`src/rtl/moore_pkg.sv`:
```
// Shared constants for the Moore-machine cluster and its input-conditioning front end.
package moore_pkg;

    // Widths shared with the downstream Moore machine.
    localparam int unsigned SW_W    = 2;
    localparam int unsigned STATE_W = 3;

    // Default conditioning parameters.
    localparam int unsigned DEB_CYCLES_DEF = 16;
    localparam int unsigned AUTO_DIV_DEF   = 8;
    localparam int unsigned CNT_W_DEF      = 8;

    typedef logic [SW_W-1:0] sw_t;

    // Width of a counter that must hold values 0..n-1; never narrower than one bit.
    function automatic int unsigned cnt_width(input int unsigned n);
        return (n < 2) ? 1 : $clog2(n);
    endfunction

endpackage

```
`src/rtl/debounce_bit.sv`:
```
// One-bit conditioner: 2-flop synchroniser followed by a consecutive-mismatch debounce counter.
// The debounced value only moves after DEB_CYCLES consecutive edges disagreeing with it.
module debounce_bit
    import moore_pkg::*;
#(
    parameter int unsigned DEB_CYCLES = DEB_CYCLES_DEF
) (
    input  logic clk_i,
    input  logic rst_i,
    input  logic raw_i,
    output logic deb_o,
    output logic cnt_nonzero_o
);

    localparam int unsigned     CntW    = cnt_width(DEB_CYCLES);
    localparam logic [CntW-1:0] CntLast = CntW'(DEB_CYCLES - 1);

    logic            s1_q;
    logic            s2_q;
    logic            deb_q;
    logic            deb_d;
    logic [CntW-1:0] cnt_q;
    logic [CntW-1:0] cnt_d;

    // Count consecutive mismatches; any agreement restarts the count from zero.
    always_comb begin
        deb_d = deb_q;
        cnt_d = '0;
        if (s2_q != deb_q) begin
            if (cnt_q == CntLast) begin
                deb_d = s2_q;
            end else begin
                cnt_d = cnt_q + CntW'(1);
            end
        end
    end

    // Synchroniser, debounced value and counter state.
    always_ff @(posedge clk_i or posedge rst_i) begin
        if (rst_i) begin
            s1_q  <= 1'b0;
            s2_q  <= 1'b0;
            deb_q <= 1'b0;
            cnt_q <= '0;
        end else begin
            s1_q  <= raw_i;
            s2_q  <= s1_q;
            deb_q <= deb_d;
            cnt_q <= cnt_d;
        end
    end

    assign deb_o         = deb_q;
    assign cnt_nonzero_o = (cnt_q != '0);

endmodule

```
`src/rtl/moore_step_ctrl.sv`:
```
// Input conditioning for the Moore machine: debounced switch vector, one-cycle step strobe
// (manual button or auto prescaler) and a wrapping strobe counter. A strobe is held back
// while either switch is mid-debounce, so the machine always steps on a settled sw vector.
module moore_step_ctrl
    import moore_pkg::*;
#(
    parameter int unsigned DEB_CYCLES = DEB_CYCLES_DEF,
    parameter int unsigned AUTO_DIV   = AUTO_DIV_DEF,
    parameter int unsigned CNT_W      = CNT_W_DEF
) (
    input  logic             clk,
    input  logic             reset,
    input  logic [SW_W-1:0]  sw_raw,
    input  logic             btn_step_raw,
    input  logic             run_mode,
    output logic [SW_W-1:0]  sw_out,
    output logic             ctrl_out,
    output logic [CNT_W-1:0] step_count
);

    localparam int unsigned       PreW      = cnt_width(AUTO_DIV);
    localparam logic [PreW-1:0]   PreLast   = PreW'(AUTO_DIV - 1);

    if (DEB_CYCLES < 2) begin : g_bad_deb
        $error("DEB_CYCLES must be at least 2");
    end
    if (AUTO_DIV < 2) begin : g_bad_div
        $error("AUTO_DIV must be at least 2");
    end

    sw_t             sw_deb;
    logic [SW_W-1:0] sw_busy;
    logic            btn_deb;
    logic            btn_busy_unused;

    logic            run_s1_q;
    logic            run_s2_q;
    logic            btn_prev_q;
    logic [PreW-1:0] pre_q;
    logic [PreW-1:0] pre_d;
    logic            pending_q;
    logic            pending_d;
    logic            ctrl_q;
    logic            ctrl_d;
    logic [CNT_W-1:0] count_q;
    logic [CNT_W-1:0] count_d;

    logic            busy;
    logic            auto_req;
    logic            btn_req;
    logic            req;
    logic            issue;

    for (genvar i = 0; i < SW_W; i++) begin : g_sw_deb
        debounce_bit #(
            .DEB_CYCLES (DEB_CYCLES)
        ) u_sw_deb (
            .clk_i         (clk),
            .rst_i         (reset),
            .raw_i         (sw_raw[i]),
            .deb_o         (sw_deb[i]),
            .cnt_nonzero_o (sw_busy[i])
        );
    end

    // The button's own debounce progress never defers a strobe.
    debounce_bit #(
        .DEB_CYCLES (DEB_CYCLES)
    ) u_btn_deb (
        .clk_i         (clk),
        .rst_i         (reset),
        .raw_i         (btn_step_raw),
        .deb_o         (btn_deb),
        .cnt_nonzero_o (btn_busy_unused)
    );

    assign busy = |sw_busy;

    // Request sources and strobe arbitration.
    always_comb begin
        auto_req = run_s2_q && (pre_q == PreLast);
        btn_req  = btn_deb && !btn_prev_q && !run_s2_q;
        req      = auto_req || btn_req;

        pre_d = '0;
        if (run_s2_q) begin
            pre_d = auto_req ? '0 : pre_q + PreW'(1);
        end

        // ctrl_q blocks back-to-back strobes when a request lands on an issuing edge.
        issue = (pending_q || req) && !busy && !ctrl_q;

        if (issue) begin
            // The strobe consumes the older pending request; a fresh one stays queued.
            pending_d = pending_q && req;
        end else begin
            pending_d = pending_q || req;
        end

        ctrl_d  = issue;
        count_d = issue ? count_q + CNT_W'(1) : count_q;
    end

    // Run-mode synchroniser, button edge detector, prescaler and strobe state.
    always_ff @(posedge clk or posedge reset) begin
        if (reset) begin
            run_s1_q   <= 1'b0;
            run_s2_q   <= 1'b0;
            btn_prev_q <= 1'b0;
            pre_q      <= '0;
            pending_q  <= 1'b0;
            ctrl_q     <= 1'b0;
            count_q    <= '0;
        end else begin
            run_s1_q   <= run_mode;
            run_s2_q   <= run_s1_q;
            btn_prev_q <= btn_deb;
            pre_q      <= pre_d;
            pending_q  <= pending_d;
            ctrl_q     <= ctrl_d;
            count_q    <= count_d;
        end
    end

    assign sw_out     = sw_deb;
    assign ctrl_out   = ctrl_q;
    assign step_count = count_q;

endmodule
```
`config.mk`:
```
export PLATFORM = sky130hd
export DESIGN_NAME = moore_step_ctrl
export DESIGN_NICKNAME = d
export VERILOG_FILES = /design/src/rtl/moore_pkg.sv /design/src/rtl/debounce_bit.sv /design/src/rtl/moore_step_ctrl.sv
export SDC_FILE = /design/constraint.sdc
export NUM_CORES = 1
export LEC_CHECK = 0
export CORE_ASPECT_RATIO = 1.4
export CORE_UTILIZATION = 58
export CTS_CLUSTER_SIZE = 25
export DETAILED_ROUTE_END_ITERATION = 7
export GPL_TIMING_DRIVEN = 0
export PLACE_DENSITY = 0.84
export SLEW_MARGIN = 40
export SYNTH_ARGS = -nofsm -noshare
export SYNTH_HDL_FRONTEND = slang
export SYNTH_SLANG_ARGS = --single-unit
```
`constraint.sdc`:
```
create_clock -name clk -period 6.04 [get_ports clk]
set_clock_uncertainty 0.05 [all_clocks]
set_input_delay 1.208 -clock clk [delete_from_list [all_inputs] [get_ports clk]]
set_output_delay 1.208 -clock clk [all_outputs]
set_load 0.01 [all_outputs]
```
==> flow_metrics.tcl, run 1 <==
set metrics [dict create \
    whs_path_depth 0 \
    finalPower_uw 517 \
    path_cells "buf_4 -> clkdlybuf4s50_1" \
    ys_warn_count 0 \
    yosysUniqueCellTypes 30 \
    critical_path_buf_inv_count 2 \
    multi_input_area_um2 578 \
    die_y_um 63.2 \
    vias 952 \
    finalCritPeriodShare 0.439 \
    power.leakage_uw 0.000854 \
    grtUsageTotal 0.209 \
    antenna_found_initial 0 \
    min-delay-start "g_sw_deb[1].u_sw_deb.s1_q" \
    grt_max_degree 38 \
    fp.coreArea_um2 2470 \
    nets 158 \
    synthFlopType "dfrtp_1" \
    synth_area_um2 1550 \
    worstRegToRegCells 4 \
    r2r_end "step_count[1]" \
    synth.avg_cell_area_um2 12.8 \
    drt-initial-drc-count 20 \
    cp-end-kind "output port" \
    final_cells 179 \
    cts_tree "yes" \
    hold_end "g_sw_deb[1].u_sw_deb.s2_q" \
    critical-path-slowest-cell "clkdlybuf4s50_1" \
    synth_edf_count 0 \
    vias_per_cell 5.32 \
    syn_to_final_growth_pct 19.7 \
    initial_utilization 0.629 \
    postCtsHoldBufs 0 \
    status "finished clean" \
    first_global_vias 970 \
    numCtsBuffers 5 \
    cp_top_family "buffers and inverters" \
    antenna_cells 0 \
    async_reset_ff_frac 1.00 \
    period_needed_ns 2.65 \
    worst_hold_path_type "flip-flop to flip-flop" \
    post-cts-setup-buffers 0 \
    numClockSinks 37 \
    critPathMaxFanout 3 \
    clockBufferDepth 2 \
    wl_um 2410 \
    setup_viol 0 \
    insertion_delay_ns 0.35 \
    port_buffers 16 \
    r2r_slack_ns 3.99 \
    path_clk_slew_ns 0.11 \
    rsz0062_at_grt "false" \
    max_stage_delay_ns 0.52 \
    hold_viol 0 \
    worst_slew_pin_slew_ns 0.617 \
    rows 21 \
    r2r_start "g_sw_deb[1].u_sw_deb.cnt_q[2]" \
    overflow 0 \
    start_kind "flip-flop" \
    slew_headroom 0.588 \
    synthCells 121 \
    grt_pass1_wl_um 4150 \
    final_area_um2 1860 \
    io_pins 17 \
    power_density_nw_per_um2 278 \
    die_w_um 45.7 \
    clock.fmax_mhz 377 \
    ir_drop_mv 0.185 \
    worstPathArrival_ns 1.39 \
    htree_num_levels 2 \
    drt_first_pass_iters 4 \
    ant_nets 0 \
    dp.cells 171 \
    num-fill-cells 177 \
    cp_data_required_time_ns 4.78 \
    gp_congestion 0.760 \
    root_buffer "clkbuf_4" \
    slew_violations 0 \
    post_dp_cell_area_um2 1760 \
    drv_cap 0 \
    regArea_um2 926 \
    cts_resized 0 \
    seq_area_frac_synth 0.596 \
    wire_per_inst_um 13.5 \
    layout-drive-gt1-share 0.138 \
    dp_hpwl_um 1780 \
    drc 0 \
    ys_seq_elements 37 \
    syn-num-nets 135 \
    critPathKind "flip-flop to output port" \
    setup_tns_ns 0 \
    fp.dieArea_um2 2890 \
]
[layout by cell type (no fill, tap or decap)]
| cell type | netlist | routed |
|---|---|---|
| dfrtp_1 | 37 | 37 |
| clkdlybuf4s50_1 | 0 | 16 |
| xnor2_1 | 12 | 12 |
| inv_1 | 9 | 8 |
| ha_1 | 8 | 8 |
| a21oi_1 | 7 | 7 |
| nand3_1 | 6 | 6 |
| nand2_1 | 5 | 5 |
| clkbuf_4 | 0 | 5 |
| nor2_1 | 4 | 4 |
| mux2_2 | 3 | 3 |
| nor2b_1 | 3 | 3 |
| a311oi_1 | 3 | 3 |
| o21ai_0 | 3 | 3 |
| and3b_1 | 2 | 2 |
| or4_1 | 2 | 2 |
| clkinv_2 | 0 | 2 |
| buf_4 | 2 | 2 |
| bufinv_16 | 0 | 2 |
| or3b_2 | 1 | 1 |
| or4_4 | 1 | 1 |
| or3_4 | 1 | 1 |
| o21bai_4 | 1 | 1 |
| mux2_4 | 1 | 1 |
| nand2b_1 | 1 | 1 |
| a2111oi_2 | 1 | 1 |
| xor2_1 | 1 | 1 |
| a211oi_1 | 1 | 1 |
| nor3b_1 | 1 | 1 |
| nand4b_1 | 1 | 1 |
| maj3_1 | 1 | 1 |
| and3_1 | 1 | 1 |
| and2_1 | 1 | 1 |
| nand4_1 | 1 | 1 |
[synth_stat cells (all sizes together) (2+ instances only)]
master,instances,area share
a21oi,7,0.023
nor2,4,0.0097
buf,2,0.0097
dfrtp,37,0.60
xnor2,12,0.068
a311oi,3,0.017
nand2,5,0.012
ha,8,0.064
inv,9,0.022
nand3,6,0.019
and3b,2,0.011
o21ai,3,0.0097
mux2,4,0.031
or4,3,0.017
nor2b,3,0.012
[power breakdown]
part	internal, uW	leakage [uW]	total [uW]	switching, uW
registers	259	0.000488	269	10.3
clock network	128	0.0000552	210	82.1
logic	19.9	0.000311	38.3	18.4
[routing by layer]
| metal | track usage | up-vias | part of all wire |
|---|---|---|---|
| li1 | - | 463 | - |
| met1 | 0.232 | 463 | 0.41 |
| met2 | 0.339 | 21 | 0.53 |
| met3 | 0.0946 | 5 | 0.046 |
| met4 | 0.0772 | 0 | 0.017 |
| met5 | 0 | - | 0 |
[area by class of cell]
class	count	share of cell area
inverters	9	0.0188
clock buffers	5	0.0202
plain buffers	2	0.00808
well taps	34	0.0229
clock inverters	3	0.0350
flip-flops and latches	37	0.498
repair buffers	16	0.0861
multi-input cells	73	0.311
[sequential cells by signal, indices dropped and copies added (netlist names)]
register                 cells
g_sw_deb.u_sw_deb.cnt_q      8
step_count                   8
u_btn_deb.cnt_q              4
pre_q                        3
g_sw_deb.u_sw_deb.deb_o      2
g_sw_deb.u_sw_deb.s1_q       2
g_sw_deb.u_sw_deb.s2_q       2
btn_prev_q                   1
ctrl_out                     1
pending_q                    1
run_s1_q                     1
run_s2_q                     1
u_btn_deb.deb_o              1
u_btn_deb.s1_q               1
u_btn_deb.s2_q               1
[kinds of logic after synthesis]
logic type               after synthesis  share of synthesized area
flip-flops                            37                      0.596
XOR/XNOR                              13                     0.0733
AND/OR/NAND/NOR                       31                      0.121
multiplexers                           4                     0.0314
adder cells (fa/ha/maj)                9                     0.0709
buffers and inverters                 11                     0.0314
AO/OA/AOI/OAI                         16                     0.0757
[stage by stage]
step                      hold slack (ns)  utilization  setup slack, ns
after floorplan                     0.281            -             3.95
after global placement              0.283        0.711             3.24
after detailed placement            0.292        0.711             3.78
after CTS                           0.318        0.752             3.39
after global routing                0.322        0.753             3.34
final                               0.315        0.753             3.39
[worst max-delay path by stage]
stage | slack [ns] | cells after the start | to | startpoint
final | 3.39 | 2 | sw_out[0] | g_sw_deb[0].u_sw_deb.deb_o
after CTS | 3.39 | 2 | sw_out[0] | g_sw_deb[0].u_sw_deb.deb_o
after global routing | 3.34 | 1 | step_count[0] | step_count[0]
after detailed placement | 3.78 | 2 | step_count[4] | reset
after floorplan | 3.95 | 1 | btn_prev_q | reset
after global placement | 3.24 | 2 | step_count[3] | reset
[worst reg2reg max path: stages, from the launching register on]
cell,delay [ns]
dfrtp_1,0.44
or4_4,0.58
or3_4,0.39
o21bai_4,0.20
mux2_4,0.30
No activity file was read; power rests on OpenSTA's default activity.
==> run 2: changes to the inputs <==
--- a/config.mk
+++ b/config.mk
@@ -6,11 +6,11 @@
 export NUM_CORES = 1
 export LEC_CHECK = 0
 export CORE_ASPECT_RATIO = 1.4
-export CORE_UTILIZATION = 58
+export CORE_UTILIZATION = 49
 export CTS_CLUSTER_SIZE = 25
 export DETAILED_ROUTE_END_ITERATION = 7
 export GPL_TIMING_DRIVEN = 0
-export PLACE_DENSITY = 0.84
+export PLACE_DENSITY = 0.76
 export SLEW_MARGIN = 40
 export SYNTH_ARGS = -nofsm -noshare
 export SYNTH_HDL_FRONTEND = slang
==> constraint.sdc (replaced) <==
create_clock -name clk -period 2.2 [get_ports clk]
set_clock_uncertainty 0.05 [all_clocks]
set_input_delay 0.44 -clock clk [delete_from_list [all_inputs] [get_ports clk]]
set_output_delay 0.44 -clock clk [all_outputs]
set_load 0.01 [all_outputs]
==> run 2 against run 1 <==
Clock power rose to 2.6 times the previous value; sequential power increased to 2.7 times the previous value; routed wire length up 1.0%; largest cell class unchanged; count of clock-buffer cells in the layout unchanged; critical endpoint is now step_count[1].
==> flow_metrics.tcl, run 2 (synthesis gave the netlist of run 1 again) <==
set metrics [dict create \
    numCtsBuffers 5 \
    path_cells "or4_4 -> or3_4 -> o21bai_4 -> mux2_4" \
    clockBufferDepth 2 \
    power.leakage_uw 0.000853 \
    drt-initial-drc-count 23 \
    htree_num_levels 2 \
    port_buffers 16 \
    vias_per_cell 5.26 \
    cp.depth 4 \
    r2r_slack_ns 0.16 \
    slew_violations 0 \
    hold_viol 0 \
    drt_first_pass_iters 3 \
    num-fill-cells 257 \
    finalCritPeriodShare 0.929 \
    power_density_nw_per_um2 746 \
    root_buffer "clkbuf_8" \
    grt_max_degree 38 \
    cp_data_required_time_ns 2.32 \
    r2r_end "step_count[1]" \
    fp.coreArea_um2 2940 \
    mostFrequentLayoutCells "dfrtp_1 (37), clkdlybuf4s50_1 (16), xnor2_1 (12)" \
    vias 952 \
    initial_utilization 0.529 \
    wl_um 2440 \
    antenna_cells 0 \
    wire_per_inst_um 13.5 \
    r2r_start "g_sw_deb[1].u_sw_deb.cnt_q[2]" \
    critPathKind "flip-flop to flip-flop" \
    gp_congestion 0.770 \
    numClockSinks 37 \
    rows 23 \
    pre_cts_ws_ns 0.156 \
    worst_slew_pin_slew_ns 0.605 \
    insertion_delay_ns 0.28 \
    period_needed_ns 2.04 \
    clock.fmax_mhz 489 \
    antenna_found_initial 0 \
    drv_cap 0 \
    cts_resized 0 \
    critical_path_buf_inv_count 0 \
    setup_viol 0 \
    cp-end-kind "flip-flop" \
    max_stage_delay_ns 0.57 \
    setup_tns_ns 0 \
    endpoint "step_count[1]" \
    layout-drive-gt1-share 0.132 \
    grt_pass1_wl_um 4220 \
    worstPathArrival_ns 2.16 \
    crit_path_start "g_sw_deb[1].u_sw_deb.cnt_q[2]" \
    postCtsHoldBufs 0 \
    top_layer_used "met4" \
    rsz0062_at_grt "false" \
    die_w_um 49.6 \
    start_kind "flip-flop" \
    ir_drop_mv 0.609 \
    cp_top_family "simple AND/OR/NAND/NOR gates" \
    min-delay-start "g_sw_deb[1].u_sw_deb.s1_q" \
    first_global_vias 1012 \
    ant_nets 0 \
    fp.dieArea_um2 3400 \
    overflow 0 \
    layout_commonest_cell "dfrtp_1" \
    dp_hpwl_um 1790 \
    path_clk_slew_ns 0.07 \
    nets 158 \
    io_pins 17 \
    post-cts-setup-buffers 0 \
    slew_headroom 0.596 \
    drc 0 \
    worstRegToRegCells 4 \
    syn_to_final_growth_pct 20.1 \
    cts_tree "yes" \
    wl_met2_um 1310 \
    worst_hold_path_type "flip-flop to flip-flop" \
    status "finished clean" \
    critical-path-slowest-cell "or4_4" \
    critPathMaxFanout 5 \
    grtUsageTotal 0.170 \
    met1_length_um 1010 \
    fin_ws_ns 0.156 \
    met3_length_um 85 \
    die_y_um 68.6 \
]
## run 2: changes by cell type in the layout (fill, tap and decap cells not counted)
cell / delta
bufinv_16: -1
clkbuf_4: -5
clkbuf_8: +5
## run 2: metrics by stage
step / instances / total power, uW / area (um2) / utilization / hold WS [ns]
2_1_floorplan: 121 / 816 / 1550 / - / 0.281
3_3_place_gp: 174 / 847 / 1760 / 0.599 / 0.283
3_5_place_dp: 174 / 857 / 1760 / 0.599 / 0.291
4_1_cts: 181 / 1410 / 1860 / 0.635 / 0.306
5_1_grt: 181 / 1460 / 1860 / 0.635 / 0.313
6_report: 181 / 1390 / 1860 / 0.635 / 0.303
## run 2: layout make-up
| cell class | instances | area, um2 | area share |
|---|---|---|---|
| sequential | 37 | 926 | 0.497 |
| multi-input combinational | 73 | 578 | 0.310 |
| timing repair buffer | 16 | 160 | 0.0859 |
| clock buffer | 5 | 68.8 | 0.0369 |
| tap | 37 | 46.3 | 0.0248 |
| clock inverter | 2 | 35.0 | 0.0188 |
| inverter | 9 | 35.0 | 0.0188 |
| buffer | 2 | 15.0 | 0.00805 |
## run 2: worst reg2reg max path, cell delays in order, from the launching register on
cell and delay [ns]:
dfrtp_1 0.43, or4_4 0.57, or3_4 0.39, o21bai_4 0.20, mux2_4 0.30
## run 2: routing by layer
metal,vias up,track usage
met5,-,0
met4,0,0.0679
met3,4,0.0592
met2,20,0.316
met1,470,0.174
li1,458,-
## run 2: worst min path at each step
| stage | endpoint | slack [ns] | cells past startpoint |
|---|---|---|---|
| finish | g_sw_deb[1].u_sw_deb.s2_q | 0.30 | 0 |
| global route | g_sw_deb[0].u_sw_deb.s2_q | 0.31 | 0 |
| CTS | g_sw_deb[1].u_sw_deb.s2_q | 0.31 | 0 |
| detailed placement | g_sw_deb[0].u_sw_deb.s2_q | 0.29 | 0 |
| global placement | u_btn_deb.s2_q | 0.28 | 0 |
| floorplan | g_sw_deb[0].u_sw_deb.s2_q | 0.28 | 0 |
## run 2: where the power goes
group | switching (uW) | internal (uW)
clock network | 219 | 329
registers | 26.5 | 711
logic | 51.2 | 54.9
==> run 3: changes to the inputs <==
--- a/config.mk
+++ b/config.mk
@@ -5,13 +5,17 @@
 export SDC_FILE = /design/constraint.sdc
 export NUM_CORES = 1
 export LEC_CHECK = 0
+export CELL_PAD_IN_SITES_DETAIL_PLACEMENT = 0
+export CELL_PAD_IN_SITES_GLOBAL_PLACEMENT = 1
 export CORE_ASPECT_RATIO = 1.4
-export CORE_UTILIZATION = 49
+export CORE_UTILIZATION = 40
 export CTS_CLUSTER_SIZE = 25
 export DETAILED_ROUTE_END_ITERATION = 7
 export GPL_TIMING_DRIVEN = 0
-export PLACE_DENSITY = 0.76
+export HOLD_SLACK_MARGIN = 0.08
+export PLACE_DENSITY = 0.75
 export SLEW_MARGIN = 40
 export SYNTH_ARGS = -nofsm -noshare
 export SYNTH_HDL_FRONTEND = slang
 export SYNTH_SLANG_ARGS = --single-unit
+export TNS_END_PERCENT = 100
==> run 3 against run 2 <==
Clock power shrank 15%; largest cell class unchanged; critical path type unchanged; worst setup slack worse by 0.029 ns; sequential power about the same; non-clock buffer count unchanged; sequential cell count unchanged.
==> flow_metrics.tcl, run 3 (synthesis gave the netlist of run 1 again) <==
set metrics [dict create \
    io_pins 17 \
    fp.coreArea_um2 3680 \
    port_buffers 16 \
    slew_headroom 0.581 \
    grt_max_degree 38 \
    drt-initial-drc-count 25 \
    grtUsageTotal 0.157 \
    wire_per_inst_um 13.5 \
    worstPathArrival_ns 2.19 \
    die_w_um 54.7 \
    htree_num_levels 2 \
    power_density_nw_per_um2 702 \
    antenna_found_initial 0 \
    nets 158 \
    initial_utilization 0.422 \
    critical-path-slowest-cell "or4_4" \
    die_y_um 75.7 \
    internal-power_uw 1010 \
    clockBufferDepth 2 \
    post-cts-setup-buffers 0 \
    finalCritPeriodShare 0.942 \
    whs_ns 0.305 \
    cp_data_required_time_ns 2.32 \
    numCtsBuffers 5 \
    grt_pass1_wl_um 4420 \
    clock.fmax_mhz 483 \
    dp_hpwl_um 1840 \
    path_cells "or4_4 -> or3_4 -> o21bai_4 -> mux2_4" \
    drt_first_pass_iters 4 \
    cts_tree "yes" \
    layout-drive-gt1-share 0.125 \
    numClockSinks 37 \
    antenna_cells 0 \
    setup_tns_ns 0 \
    max_stage_delay_ns 0.59 \
    start_kind "flip-flop" \
    mostFrequentLayoutCells "dfrtp_1 (37), clkdlybuf4s50_1 (16), xnor2_1 (12)" \
    p_seq_frac 0.563 \
    drv_cap 0 \
    vias_per_cell 5.21 \
    p_switching_uw 296 \
    overflow 0 \
    power.leakage_uw 0.000843 \
    worst_slew_pin_slew_ns 0.627 \
    worst_hold_path_type "flip-flop to flip-flop" \
    cp-end-kind "flip-flop" \
    wl_um 2520 \
    combPwrFrac 0.082 \
    ir_drop_mv 0.419 \
    fp.dieArea_um2 4140 \
    path_clk_slew_ns 0.07 \
    root_buffer "clkbuf_8" \
    status "finished clean" \
    p_clk_frac 0.355 \
    slew_violations 0 \
    critPathMaxFanout 5 \
    insertion_delay_ns 0.28 \
    drc 0 \
    ant_nets 0 \
    critPathKind "flip-flop to flip-flop" \
    rsz0062_at_grt "false" \
    syn_to_final_growth_pct 20.1 \
    first_global_vias 975 \
    setup_viol 0 \
    switching_share 0.226 \
    gp_congestion 0.710 \
    period_needed_ns 2.07 \
    rows 26 \
    hold_viol 0 \
    vias 969 \
    layout_commonest_cell "dfrtp_1" \
    finalPower_uw 1310 \
]
## run 3: cell type report
| type | instances | area (um2) |
|---|---|---|
| inverters | 9 | 35.0 |
| plain buffers | 2 | 15.0 |
| clock buffers | 7 | 86.3 |
| well taps | 42 | 52.6 |
| multi-input cells | 73 | 591 |
| flip-flops and latches | 37 | 926 |
| repair buffers | 16 | 160 |
| fillers | 343 | 1810 |
## run 3: routing by layer
layer / routed length [um] / global-route usage / up-vias / part of all wire
met2: 1310 / 0.240 / 21 / 0.52
met5: 0 / 0 / - / 0
met4: 53 / 0.0855 / 0 / 0.021
li1: - / - / 458 / -
met1: 1060 / 0.190 / 485 / 0.42
met3: 92 / 0.0539 / 5 / 0.037
## run 3: through the flow
step	std cells	instance area (um2)	util	setup WS, ns
final	186	1870	0.507	0.128
after global routing	186	1870	0.507	0.0804
after CTS	186	1850	0.504	0.0962
after detailed placement	179	1770	0.480	0.116
after global placement	179	1770	0.480	0.146
after floorplan	121	1550	-	0.221
## run 3: worst paths after layout
| path | from | to | slack (ns) | cells after the start |
|---|---|---|---|---|
| worst max-delay path | g_sw_deb[1].u_sw_deb.cnt_q[2] | step_count[1] | 0.13 | 4 |
| worst min-delay path | u_btn_deb.s1_q | u_btn_deb.s2_q | 0.30 | 0 |
| worst max register to register | g_sw_deb[1].u_sw_deb.cnt_q[2] | step_count[1] | 0.13 | 4 |
| worst min register to register | u_btn_deb.s1_q | u_btn_deb.s2_q | 0.30 | 0 |
| max in group asynchronous | reset | g_sw_deb[0].u_sw_deb.cnt_q[1] | 1.22 | 2 |
| min in group asynchronous | reset | g_sw_deb[1].u_sw_deb.s2_q | 0.49 | 2 |
## run 3: timing repair
action | in CTS | in global routing
hold endpoints to repair | 0 | 0
endpoints found under the setup margin | 0 | 1
resized for setup | 0 | 1
hold buffers | 0 | 0
## run 3: worst max-delay path, delay by kind of cell, from the launching register on
family	cells	cell delay, ns
flops	1	0.44
simple gates	2	0.98
mux	1	0.30
compound gates	1	0.19
## run 3: power groups by stage
stage          Combinational [uW]  Sequential [uW]  Clock (uW)
6_report                      107              738         465
5_1_grt                       124              742         510
4_1_cts                       108              738         485
3_5_place_dp                  107              751           0
3_3_place_gp                  100              749           0
2_1_floorplan                69.5              746           0
